<file path="src/rtl/jpcc_cycle_sequencer_pkg.sv">
// Shared definitions for the conditional-flow sequencers (JP cc, CALL cc, RET cc):
// sequencer state encoding and condition-field flag selectors.
package jpcc_cycle_sequencer_pkg;

    typedef enum logic [2:0] {
        ST_IDLE     = 3'd0,
        ST_FETCH_LO = 3'd1,
        ST_FETCH_HI = 3'd2,
        ST_LOAD_PC  = 3'd3,
        ST_FINISH   = 3'd4
    } seq_state_e;

    // cc[2:1] selects which flag the condition tests
    localparam logic [1:0] CC_Z  = 2'b00;
    localparam logic [1:0] CC_C  = 2'b01;
    localparam logic [1:0] CC_PV = 2'b10;
    localparam logic [1:0] CC_S  = 2'b11;

    function automatic logic is_fetch(seq_state_e s);
        return (s == ST_FETCH_LO) || (s == ST_FETCH_HI);
    endfunction

endpackage

</file>
<file path="src/rtl/jpcc_cycle_sequencer_if.sv">
// Decoder / memory-port / PC-datapath signal bundle around the JP cc,nn sequencer.
interface jpcc_cycle_sequencer_if;
    logic       start;
    logic [2:0] cc;
    logic       Flag_Z;
    logic       Flag_C;
    logic       Flag_PV;
    logic       Flag_S;
    logic       flush;
    logic       mem_ready;
    logic       mem_req;
    logic       op_low_load;
    logic       op_high_load;
    logic       pc_inc;
    logic       pc_load;
    logic       taken;
    logic       busy;
    logic       done;
    logic       bus_error;

    modport master (
        output start, cc, Flag_Z, Flag_C, Flag_PV, Flag_S, flush, mem_ready,
        input  mem_req, op_low_load, op_high_load, pc_inc, pc_load,
               taken, busy, done, bus_error
    );

    modport slave (
        input  start, cc, Flag_Z, Flag_C, Flag_PV, Flag_S, flush, mem_ready,
        output mem_req, op_low_load, op_high_load, pc_inc, pc_load,
               taken, busy, done, bus_error
    );
endinterface

</file>
<file path="src/rtl/jpcc_cond_eval.sv">
// Condition evaluator: picks the flag named by cc[2:1] and compares it with the
// polarity bit cc[0].
module jpcc_cond_eval
    import jpcc_cycle_sequencer_pkg::*;
(
    input  logic [2:0] cc_i,
    input  logic       flag_z_i,
    input  logic       flag_c_i,
    input  logic       flag_pv_i,
    input  logic       flag_s_i,
    output logic       taken_next_o
);

    logic flag_sel;

    always_comb begin
        flag_sel = flag_z_i;
        case (cc_i[2:1])
            CC_Z:    flag_sel = flag_z_i;
            CC_C:    flag_sel = flag_c_i;
            CC_PV:   flag_sel = flag_pv_i;
            CC_S:    flag_sel = flag_s_i;
            default: flag_sel = flag_z_i;
        endcase
        taken_next_o = ~(flag_sel ^ cc_i[0]);
    end

endmodule

</file>
<file path="src/rtl/jpcc_cycle_sequencer.sv">
// JP cc,nn sequencer: reads both operand bytes through the PC-addressed port,
// then loads PC when the latched condition holds. Includes wait watchdog and flush.
module jpcc_cycle_sequencer
    import jpcc_cycle_sequencer_pkg::*;
#(
    parameter int MAX_WAIT = 15,
    parameter int WAIT_W   = 4
) (
    input  logic                    CLK,
    input  logic                    RESET,
    jpcc_cycle_sequencer_if.slave   bus
);

    seq_state_e        state_q, state_d;
    logic              taken_q, taken_d;
    logic [WAIT_W-1:0] wait_q,  wait_d;
    logic              taken_next;
    logic              wait_hit;

    jpcc_cond_eval u_cond_eval (
        .cc_i         (bus.cc),
        .flag_z_i     (bus.Flag_Z),
        .flag_c_i     (bus.Flag_C),
        .flag_pv_i    (bus.Flag_PV),
        .flag_s_i     (bus.Flag_S),
        .taken_next_o (taken_next)
    );

    assign wait_hit = (wait_q == WAIT_W'(MAX_WAIT));

    always_ff @(posedge CLK or posedge RESET) begin
        if (RESET) begin
            state_q <= ST_IDLE;
            taken_q <= 1'b0;
            wait_q  <= '0;
        end else begin
            state_q <= state_d;
            taken_q <= taken_d;
            wait_q  <= wait_d;
        end
    end

    always_comb begin
        state_d = state_q;
        taken_d = taken_q;
        wait_d  = wait_q;
        // Flush outranks every other transition once a sequence is in flight
        if (state_q != ST_IDLE && bus.flush) begin
            state_d = ST_IDLE;
        end else begin
            case (state_q)
                ST_IDLE: begin
                    if (bus.start && !bus.flush) begin
                        taken_d = taken_next;
                        wait_d  = '0;
                        state_d = ST_FETCH_LO;
                    end
                end
                ST_FETCH_LO, ST_FETCH_HI: begin
                    if (bus.mem_ready) begin
                        wait_d = '0;
                        if (state_q == ST_FETCH_LO) state_d = ST_FETCH_HI;
                        else                        state_d = taken_q ? ST_LOAD_PC : ST_FINISH;
                    end else if (wait_hit) begin
                        state_d = ST_IDLE;
                    end else begin
                        wait_d = wait_q + 1'b1;
                    end
                end
                ST_LOAD_PC: state_d = ST_FINISH;
                ST_FINISH:  state_d = ST_IDLE;
                default:    state_d = ST_IDLE;
            endcase
        end
    end

    always_comb begin
        bus.mem_req      = 1'b0;
        bus.op_low_load  = 1'b0;
        bus.op_high_load = 1'b0;
        bus.pc_inc       = 1'b0;
        bus.pc_load      = 1'b0;
        bus.done         = 1'b0;
        bus.bus_error    = 1'b0;
        bus.busy         = (state_q != ST_IDLE);
        bus.taken        = (state_q != ST_IDLE) && taken_q;
        if (!bus.flush) begin
            if (is_fetch(state_q)) begin
                bus.mem_req      = 1'b1;
                bus.op_low_load  = (state_q == ST_FETCH_LO) && bus.mem_ready;
                bus.op_high_load = (state_q == ST_FETCH_HI) && bus.mem_ready;
                bus.pc_inc       = bus.mem_ready;
                bus.bus_error    = !bus.mem_ready && wait_hit;
            end
            bus.pc_load = (state_q == ST_LOAD_PC);
            bus.done    = (state_q == ST_FINISH);
        end
    end

endmodule

</file>
<file path="src/flat_wrapper.sv">
// flat-port wrapper written by rule: the top's interface ports become plain ports
module jpcc_cycle_sequencer_flat import jpcc_cycle_sequencer_pkg::*;
#(
    parameter int MAX_WAIT = 15,
    parameter int WAIT_W   = 4
)
  (CLK, RESET, bus_start, bus_cc, bus_Flag_Z, bus_Flag_C, bus_Flag_PV, bus_Flag_S, bus_flush, bus_mem_ready, bus_mem_req, bus_op_low_load, bus_op_high_load, bus_pc_inc, bus_pc_load, bus_taken, bus_busy, bus_done, bus_bus_error);
  jpcc_cycle_sequencer_if bus_i ();
  input  logic CLK;
  input  logic RESET;
  input wire logic [$bits(bus_i.start)-1:0] bus_start;
  input wire logic [$bits(bus_i.cc)-1:0] bus_cc;
  input wire logic [$bits(bus_i.Flag_Z)-1:0] bus_Flag_Z;
  input wire logic [$bits(bus_i.Flag_C)-1:0] bus_Flag_C;
  input wire logic [$bits(bus_i.Flag_PV)-1:0] bus_Flag_PV;
  input wire logic [$bits(bus_i.Flag_S)-1:0] bus_Flag_S;
  input wire logic [$bits(bus_i.flush)-1:0] bus_flush;
  input wire logic [$bits(bus_i.mem_ready)-1:0] bus_mem_ready;
  output wire logic [$bits(bus_i.mem_req)-1:0] bus_mem_req;
  output wire logic [$bits(bus_i.op_low_load)-1:0] bus_op_low_load;
  output wire logic [$bits(bus_i.op_high_load)-1:0] bus_op_high_load;
  output wire logic [$bits(bus_i.pc_inc)-1:0] bus_pc_inc;
  output wire logic [$bits(bus_i.pc_load)-1:0] bus_pc_load;
  output wire logic [$bits(bus_i.taken)-1:0] bus_taken;
  output wire logic [$bits(bus_i.busy)-1:0] bus_busy;
  output wire logic [$bits(bus_i.done)-1:0] bus_done;
  output wire logic [$bits(bus_i.bus_error)-1:0] bus_bus_error;
  assign bus_i.start = bus_start;
  assign bus_i.cc = bus_cc;
  assign bus_i.Flag_Z = bus_Flag_Z;
  assign bus_i.Flag_C = bus_Flag_C;
  assign bus_i.Flag_PV = bus_Flag_PV;
  assign bus_i.Flag_S = bus_Flag_S;
  assign bus_i.flush = bus_flush;
  assign bus_i.mem_ready = bus_mem_ready;
  assign bus_mem_req = bus_i.mem_req;
  assign bus_op_low_load = bus_i.op_low_load;
  assign bus_op_high_load = bus_i.op_high_load;
  assign bus_pc_inc = bus_i.pc_inc;
  assign bus_pc_load = bus_i.pc_load;
  assign bus_taken = bus_i.taken;
  assign bus_busy = bus_i.busy;
  assign bus_done = bus_i.done;
  assign bus_bus_error = bus_i.bus_error;
  jpcc_cycle_sequencer #(.MAX_WAIT(MAX_WAIT), .WAIT_W(WAIT_W)) u_core (.CLK(CLK), .RESET(RESET), .bus(bus_i));
endmodule
</file>
<file path="config.mk">
export PLATFORM = sky130hd
export DESIGN_NAME = jpcc_cycle_sequencer_flat
export DESIGN_NICKNAME = d
export VERILOG_FILES = /design/src/rtl/jpcc_cycle_sequencer_pkg.sv /design/src/rtl/jpcc_cycle_sequencer_if.sv /design/src/rtl/jpcc_cond_eval.sv /design/src/rtl/jpcc_cycle_sequencer.sv /design/src/flat_wrapper.sv
export SDC_FILE = /design/constraint.sdc
export NUM_CORES = 1
export LEC_CHECK = 0
export BUFFER_PORTS_ARGS = -buffer_cell sky130_fd_sc_hd__buf_2
export CELL_PAD_IN_SITES_DETAIL_PLACEMENT = 0
export CELL_PAD_IN_SITES_GLOBAL_PLACEMENT = 1
export CORE_MARGIN = 3
export CORE_UTILIZATION = 31
export DETAILED_ROUTE_END_ITERATION = 7
export GPL_TIMING_DRIVEN = 1
export PLACE_DENSITY_LB_ADDON = 0.1
export SLEW_MARGIN = 10
export SYNTH_ARGS = -nofsm -noshare
export SYNTH_HDL_FRONTEND = slang
export SYNTH_HIERARCHICAL = 1
export SYNTH_SLANG_ARGS = --single-unit
</file>
<file path="constraint.sdc">
create_clock -name CLK -period 1.4 [get_ports CLK]
set_clock_uncertainty 0.05 [all_clocks]
set_input_delay 0 -clock CLK [delete_from_list [all_inputs] [get_ports CLK]]
set_output_delay 0 -clock CLK [all_outputs]
set_load 0.01 [all_outputs]
</file>
==> results of run 1 <==
## cell usage in the layout (no fill, tap or decap), types with 2 or more instances in the layout
master                     Yosys  layout
sky130_fd_sc_hd__and3_1        4       4
sky130_fd_sc_hd__nor3_4        0       2
sky130_fd_sc_hd__dfrtp_1       8       5
sky130_fd_sc_hd__dfrtp_2       0       3
sky130_fd_sc_hd__nor3_2        0       2
sky130_fd_sc_hd__nor2_1        4       2
sky130_fd_sc_hd__buf_2         0      20
sky130_fd_sc_hd__nand2b_1      2       2
sky130_fd_sc_hd__nand3_1       3       3
sky130_fd_sc_hd__a21oi_1       6       6
sky130_fd_sc_hd__clkbuf_4      0       3
sky130_fd_sc_hd__inv_1         3       3
sky130_fd_sc_hd__buf_4         1      16
sky130_fd_sc_hd__buf_6         1       4
sky130_fd_sc_hd__nand2_1       3       3
sky130_fd_sc_hd__o21ai_0       2       2
## worst register-to-register path, delay by kind of cell, from the launching register on
| kind | cells | cell delay [ps] |
|---|---|---|
| simple gates | 1 | 360 |
| flops | 1 | 410 |
| compound gates | 1 | 140 |
| buf+inv | 2 | 280 |
| mux | 1 | 160 |
| xor+xnor | 1 | 120 |
## worst paths after layout
| kind | startpoint | end | slack (ps) | cells after the start |
|---|---|---|---|---|
| hold reg to reg | u_core/taken_q | u_core/taken_q | 530 | 1 |
| setup / recovery | u_core/state_q[1] | bus_bus_error | -190 | 5 |
| min in group asynchronous | RESET | u_core/wait_q[3] | 190 | 3 |
| setup reg to reg | u_core/state_q[1] | u_core/wait_q[0] | -190 | 6 |
| max in group asynchronous | RESET | u_core/state_q[0] | 850 | 3 |
| hold / removal | bus_cc[0] | u_core/taken_q | 50 | 3 |
## per-stage QoR
step	util (%)	cells	hold slack, ps	setup slack, ps	total power, W
after floorplan	-	60	-234	-45.5	0.000372
after global placement	47.8	113	-88.1	-263	0.000449
after detailed placement	47.8	113	-78.8	-238	0.000447
after CTS	57.1	125	45.4	-208	0.000665
after global routing	58.8	126	55.9	-291	0.000711
final	58.8	126	54.6	-194	0.000668
## kinds of logic (layout without fill, tap and decap cells)
kind of cell             count (synthesis)  after routing
XOR/XNOR                                 2              2
AO/OA/AOI/OAI                           14             14
AND/OR/NAND/NOR                         27             27
multiplexers                             3              3
flip-flops                               8              8
buffers and inverters                    5             47
adder cells (fa/ha/maj)                  1              1
## Yosys cell counts, drive strengths merged, types with 2 or more instances
| library cell | instances |
|---|---|
| xnor2 | 2 |
| dfrtp | 8 |
| o21ai | 3 |
| nand2 | 3 |
| nand3 | 3 |
| inv | 3 |
| nand2b | 2 |
| and3 | 4 |
| nor2 | 4 |
| nor3 | 5 |
| buf | 2 |
| a21oi | 6 |
| mux2 | 2 |
## routing by layer
| layer | global-route usage [%] | wire (um) | up-vias |
|---|---|---|---|
| met2 | 24.6 | 806 | 14 |
| met5 | 0 | 0 | - |
| li1 | - | - | 305 |
| met3 | 6.12 | 90 | 0 |
| met4 | 1.42 | 0 | 0 |
| met1 | 18.3 | 765 | 284 |
## report_power, final
group | internal, W | switching (W)
sequential | 0.000249 | 0.0000193
combinational | 0.000130 | 0.000103
clock | 0.0000975 | 0.0000697
total | 0.000476 | 0.000192
## flip-flops by register name (all words and copies together), names as in the netlist
signal,cells
u_core/wait_q,4
u_core/state_q,3
u_core/taken_q,1
## repair_timing
item                                    in CTS  in global routing
endpoints found under the setup margin      14                 16
setup buffers                                8                  2
pin swaps                                    8                  3
gates resized for setup                     14                  4
cloned                                       0                  0
hold endpoints to repair                     8                  0
hold buffers                                 1                  0
## area by class of cell
cell class	count	area share, %
clock buffers	3	2.35
inverters	3	1.18
multi-input cells	47	43.3
flip-flops and latches	8	21.3
well taps	24	3.14
repair buffers	41	28.8
==> results.md, run 1 <==
- Result of the run: finished with violations
- Violations in the final reports: setup timing
- Number of nets with antenna violations after detailed routing: 0
- TritonCTS sink count: 8
- Syn Inst Count: 60
- CTS tree: yes
- Number of nets in the layout: approximately 120
- Arithmetic-cell share of the synthesized area counting full adders, half adders and majority gates: between 2 and 2.5%
- Dpl cell area: about 780 sq um
- Kind of critical path: reg2out
- First-iteration detailed-routing DRC count: 5
- Maxcap violations: 0
- Number of enable flip-flop cells after synthesis: 0
- Largest fanout of any net on the critical path: 3
- Maximum clock rate: approximately 630 MHz
- Compound-gate portion of the synthesized area: a little under a fifth
- Total leakage power: ~0.47 nW
- Setup TNS after final layout: -1480 ps
- Crit path arrival time: roughly 1500 ps
- Transition at the pin with the smallest max-transition slack: ~350 ps
- Share of the synthesized area in the top cell type: 34.6%
- Final Cell Area: about 960 sq um
- Fin crit share: 114%
- Die H: between 40 and 50 um
- Cells along the critical path: buf_6, xnor2_4, or3_4, nor3_4, buf_2
- Number of filler instances in the final layout: between 150 and 200
- Vias in the first global route: between 500 and 600
- Storage cell area: 204 sq um
- Detailed Place HPWL: between 1000 and 1500 um
- Residual overflow from global routing: 0
- GPL Wtd Cong: a little over 0.8
- H-tree depth: 1
- Post-Synth Simple-Gate Area: between 20% and 30%
- Syn Nets: 73
- Worst vdd rail ir drop: around 570 uV
- Die width: 49.2 um
- Count of vias placed by the detailed router: about 600
- Core Box Area: between 1500 and 2000 sq um
- Most used flip-flop cell after synthesis: sky130_fd_sc_hd__dfrtp_1
- Final hold violation count: 0
- Area occupied by multi-input gates: ~410 sq um
- Number of flip-flops and latches in the synthesized netlist: 8
- Time the worst path needs with I/O delays and setup: ~1600 ps
- Relative area change from synthesis to final layout: 65.2%
- DR vias/cell: around 4.8
- Yosys Warn Count: 6
- Fraction of synthesis flops using an asynchronous set or reset pin: between 90% and 100%
- Number of top-level design ports: 21
- Number of remaining DRC errors: 0
- Kind of launch point of the worst setup path: flip-flop
- DRT Wirelength: 1660 um
- Clock tree buffer depth: 2
- Die footprint: 2420 sq um
- Global-route wire length before repair: 2750 um
- Kind of end point of the critical path: output pin
- Data required time at the worst endpoint: 1350 ps
- Setup violators final: 11
- Setup repair after global routing missed its margin: yes
- Family of cells with the greatest summed delay on the critical path: simple AND/OR/NAND/NOR gates
- XOR/XNOR Fraction of Synth Area: under 10%
- Number of antenna violations at the first check in global routing: 0
- Clk_lat worst skew: 240 ps
- Wire length per cell: between 10 and 15 um
- Multiplexer share of the synthesized area: 8.42%
- Clock slew seen by the registers of the worst setup and hold paths: ~50 ps
- PnR worst setup slack: -194 ps
- Total of buffers placed on input and output ports: 20
- Count of cell types in the netlist: 30
- Share of post-route cells with drive strength above 1: about 60%
- Critical path's slowest cell: sky130_fd_sc_hd__dfrtp_2
- Worst slew margin relative to its limit: approximately three quarters
- Proportion of synthesized chip area in sequential cells: roughly 35%
- Site row count: 14
- Cell type with the highest aggregate area in the netlist: sky130_fd_sc_hd__dfrtp_1
- Worst path max stage delay: just over 400 ps
- Total standard cell area after synthesis: between 500 and 600 sq um
- Synthesized area divided by synthesized cell count: about 9.7 sq um
- Final antenna diode count: 0
- Worst hold path class: in2reg
- Initial Util: ~36%
- Dominant combinational cell family by area after synthesis: simple AND/OR/NAND/NOR gates
- Number of CTS-inserted buffers: 3
- First-pass iteration count of the detailed router: 4
- Top post-synthesis cells by area: sky130_fd_sc_hd__dfrtp_1 35%, sky130_fd_sc_hd__a21oi_1 5.2%, sky130_fd_sc_hd__a2111oi_4 4.8%
- Global-route usage over all layers: 14.8%
- Largest net degree at the start of global routing: 9
- Buffers and inverters on the worst path: 2
- Number of max-slew violations in the final report: 0
- Cell at the root of the clock tree: sky130_fd_sc_hd__clkbuf_4
- Power density relative to cell area: 698 nW/um^2
Note: power is estimated with default switching activity, not from simulation.
==> inputs of run 2 (changes only) <==
--- a/config.mk
+++ b/config.mk
@@ -8,9 +8,9 @@
 export BUFFER_PORTS_ARGS = -buffer_cell sky130_fd_sc_hd__buf_2
 export CELL_PAD_IN_SITES_DETAIL_PLACEMENT = 0
 export CELL_PAD_IN_SITES_GLOBAL_PLACEMENT = 1
-export CORE_MARGIN = 3
 export CORE_UTILIZATION = 31
 export DETAILED_ROUTE_END_ITERATION = 7
+export GPL_ROUTABILITY_DRIVEN = 1
 export GPL_TIMING_DRIVEN = 1
 export PLACE_DENSITY_LB_ADDON = 0.1
 export SLEW_MARGIN = 10
==> results.md, run 2 (synthesis gave the netlist of run 1 again) <==
- Setup repair after global routing missed its margin: yes
- Worst R2R Start: u_core/state_q[1]
- Site row count: 15 (+1)
- Terminus of the critical flop-to-flop path: u_core/wait_q[0]
- Kind of end point of the critical path: output pin
- Number of CTS-inserted buffers: 3 (unchanged)
- Number of filler instances in the final layout: 170 (+11%)
- First-pass iteration count of the detailed router: 4 (unchanged)
- Setup TNS after final layout: -1150 ps (+326 ps)
- H-tree depth: 1 (unchanged)
- Global-route layer with the greatest usage: met2
- Clk_lat worst skew: 250 ps (about the same)
- Kind of critical path: reg2out
- Global-route wire length before repair: 2250 um (-18%)
- Most common cell after layout, fill and taps aside: sky130_fd_sc_hd__buf_2
- Global-route usage over all layers: 15.7% (+0.97 points)
- Relative area change from synthesis to final layout: 69.1%
- Detailed Place HPWL: 1130 um (-2.4%)
- Post-placement worst setup slack: -169 ps (+69.3 ps)
- Final hold violation count: 0 (unchanged)
- Clock slew seen by the registers of the worst setup and hold paths: 50 ps (about the same)
- Vias in the first global route: 531 (-11%)
- Most frequent cells in the layout: 19 x sky130_fd_sc_hd__buf_2, 16 x sky130_fd_sc_hd__buf_4, 6 x sky130_fd_sc_hd__buf_6, 6 x sky130_fd_sc_hd__a21oi_1, 6 x sky130_fd_sc_hd__dfrtp_1
- Maxcap violations: 0 (unchanged)
- Share of post-route cells with drive strength above 1: 60.2% (+0.39 points)
- Kind of launch point of the worst setup path: flip-flop
- GPL Wtd Cong: 0.772 (-4.6%)
- Regs by FF count: u_core/wait_q (4), u_core/state_q (3), u_core/taken_q (1)
- Cell at the root of the clock tree: sky130_fd_sc_hd__clkbuf_4
- Clock tree buffer depth: 2 (unchanged)
- Met2 Resource Use GR: 25.5% (+0.95 points)
- Worst min-delay path startpoint: bus_cc[0]
- DR vias/cell: 4.78 (about the same)
- Initial Util: 33.2% (-2.4 points)
- Hold Path Stages: 3 (unchanged)
- Tightest hold margin: 50.0 ps (-4.59 ps)
- Largest net degree at the start of global routing: 9 (unchanged)
- FF-to-FF path depth: 5 (-1)
- Crit path arrival time: 1570 ps (+30 ps)
- Number of remaining DRC errors: 0 (unchanged)
- PnR worst setup slack: -220 ps (-25.4 ps)
- DRT Wirelength: 1510 um (-9.3%)
- Worst hold path class: in2reg
- Maximum clock rate: 617 MHz (-1.6%)
- Number of nets in the layout: 118 (+0.85%)
- Fin crit share: 116% (+1.8 points)
- Number of max-slew violations in the final report: 0 (unchanged)
- Max FFs per register: 4 (unchanged)
- TritonCTS sink count: 8 (unchanged)
- Top reg by flops: u_core/wait_q
- Data required time at the worst endpoint: 1350 ps (about the same)
- Setup violators final: 13 (+2)
- Setup slack of the worst register-to-register path: -140 ps (+50 ps)
- Total of buffers placed on input and output ports: 20 (unchanged)
- Die footprint: 2050 sq um (-16%)
- Core Box Area: 1750 sq um (+7.1%)
- Worst slew margin relative to its limit: 75.9% (-0.38 points)
- Final antenna diode count: 0 (unchanged)
- Hold Path Sink: u_core/taken_q
- Dpl cell area: 795 sq um (+2.1%)
- Residual overflow from global routing: 0 (unchanged)
- CTS tree: yes
- Die width: 45.2 um (-8.1%)
- First-iteration detailed-routing DRC count: 6 (+1)
- Number of nets with antenna violations after detailed routing: 0 (unchanged)
- Number of antenna violations at the first check in global routing: 0 (unchanged)
- Largest fanout of any net on the critical path: 4 (+1)
- Time the worst path needs with I/O delays and setup: 1620 ps (+25.4 ps)
- Die H: 45.2 um (-8.1%)
- Placed Instances: 116 (+2.7%)
- Met1 Track Usage GR: 20.4% (+2.2 points)
- Wire length per cell: 11.8 um (-11%)
- Met3 GRT Util: 6.00% (-0.12 points)
- Final Cell Area: 980 sq um (+2.4%)
- Transition at the pin with the smallest max-transition slack: 359 ps (+5.70 ps)
- Filler-free cell count of the finished design: 128 (+1.6%)
- Source of the critical timing path: u_core/state_q[1]
- Number of top-level design ports: 21 (unchanged)
- Total leakage power: 0.480 nW (+1.5%)
- Worst vdd rail ir drop: 635 uV (+11%)
- Power density relative to cell area: 676 nW/um^2 (-3.2%)
- Violations in the final reports: setup timing
- Count of vias placed by the detailed router: 612 (+1.5%)
- Result of the run: finished with violations
==> run 2: through the flow <==
stage	power [W]	utilization (%)
after CTS	0.000638	50.8
after global routing	0.000706	56.1
after floorplan	0.000372	-
final	0.000662	56.1
after detailed placement	0.000452	45.5
after global placement	0.000449	45.5
==> run 2: worst max-delay path, cell delays in order (launching register included) <==
cell and delay (ps):
sky130_fd_sc_hd__dfrtp_2 410, sky130_fd_sc_hd__buf_6 140, sky130_fd_sc_hd__xnor2_4 140, sky130_fd_sc_hd__or3_4 350, sky130_fd_sc_hd__nor3_4 120, sky130_fd_sc_hd__buf_2 160
==> run 2: where the power goes <==
group	total [W]	switching [W]	leakage (nW)	internal, W
clock	0.000165	0.0000678	0.0138	0.0000974
combinational	0.000231	0.000101	0.361	0.000130
sequential	0.000266	0.0000174	0.105	0.000249
total	0.000662	0.000187	0.480	0.000475
==> run 2: repair_timing <==
item                                   in CTS  in global routing
buffers inserted                            3                  5
setup endpoints to repair                  16                 15
hold buffers                                1                  0
endpoints found under the hold margin       8                  0
pin swaps                                   1                  1
gates resized for setup                    10                 10
==> run 2: worst max-delay path by stage <==
stage,end,slack [ps],depth (start not counted)
after global placement,bus_bus_error,-110,5
final,bus_bus_error,-220,5
after floorplan,u_core/wait_q[0],-50,5
after global routing,bus_bus_error,-270,5
after detailed placement,u_core/wait_q[1],-170,5
after CTS,bus_bus_error,-210,5
==> run 2: routing by layer <==
layer | up-vias | wire [um]
met3 | 0 | 65
met2 | 14 | 751
met5 | - | 0
li1 | 308 | -
met4 | 0 | 0
met1 | 290 | 691
==> run 2: final cells by class <==
cell class              count  area (sq um)  share of cell area, %
well taps                  25          31.3                   3.19
flip-flops and latches      8           203                   20.7
clock buffers               3          22.5                   2.30
multi-input cells          47           419                   42.8
inverters                   3          11.3                   1.15
repair buffers             42           293                   29.9
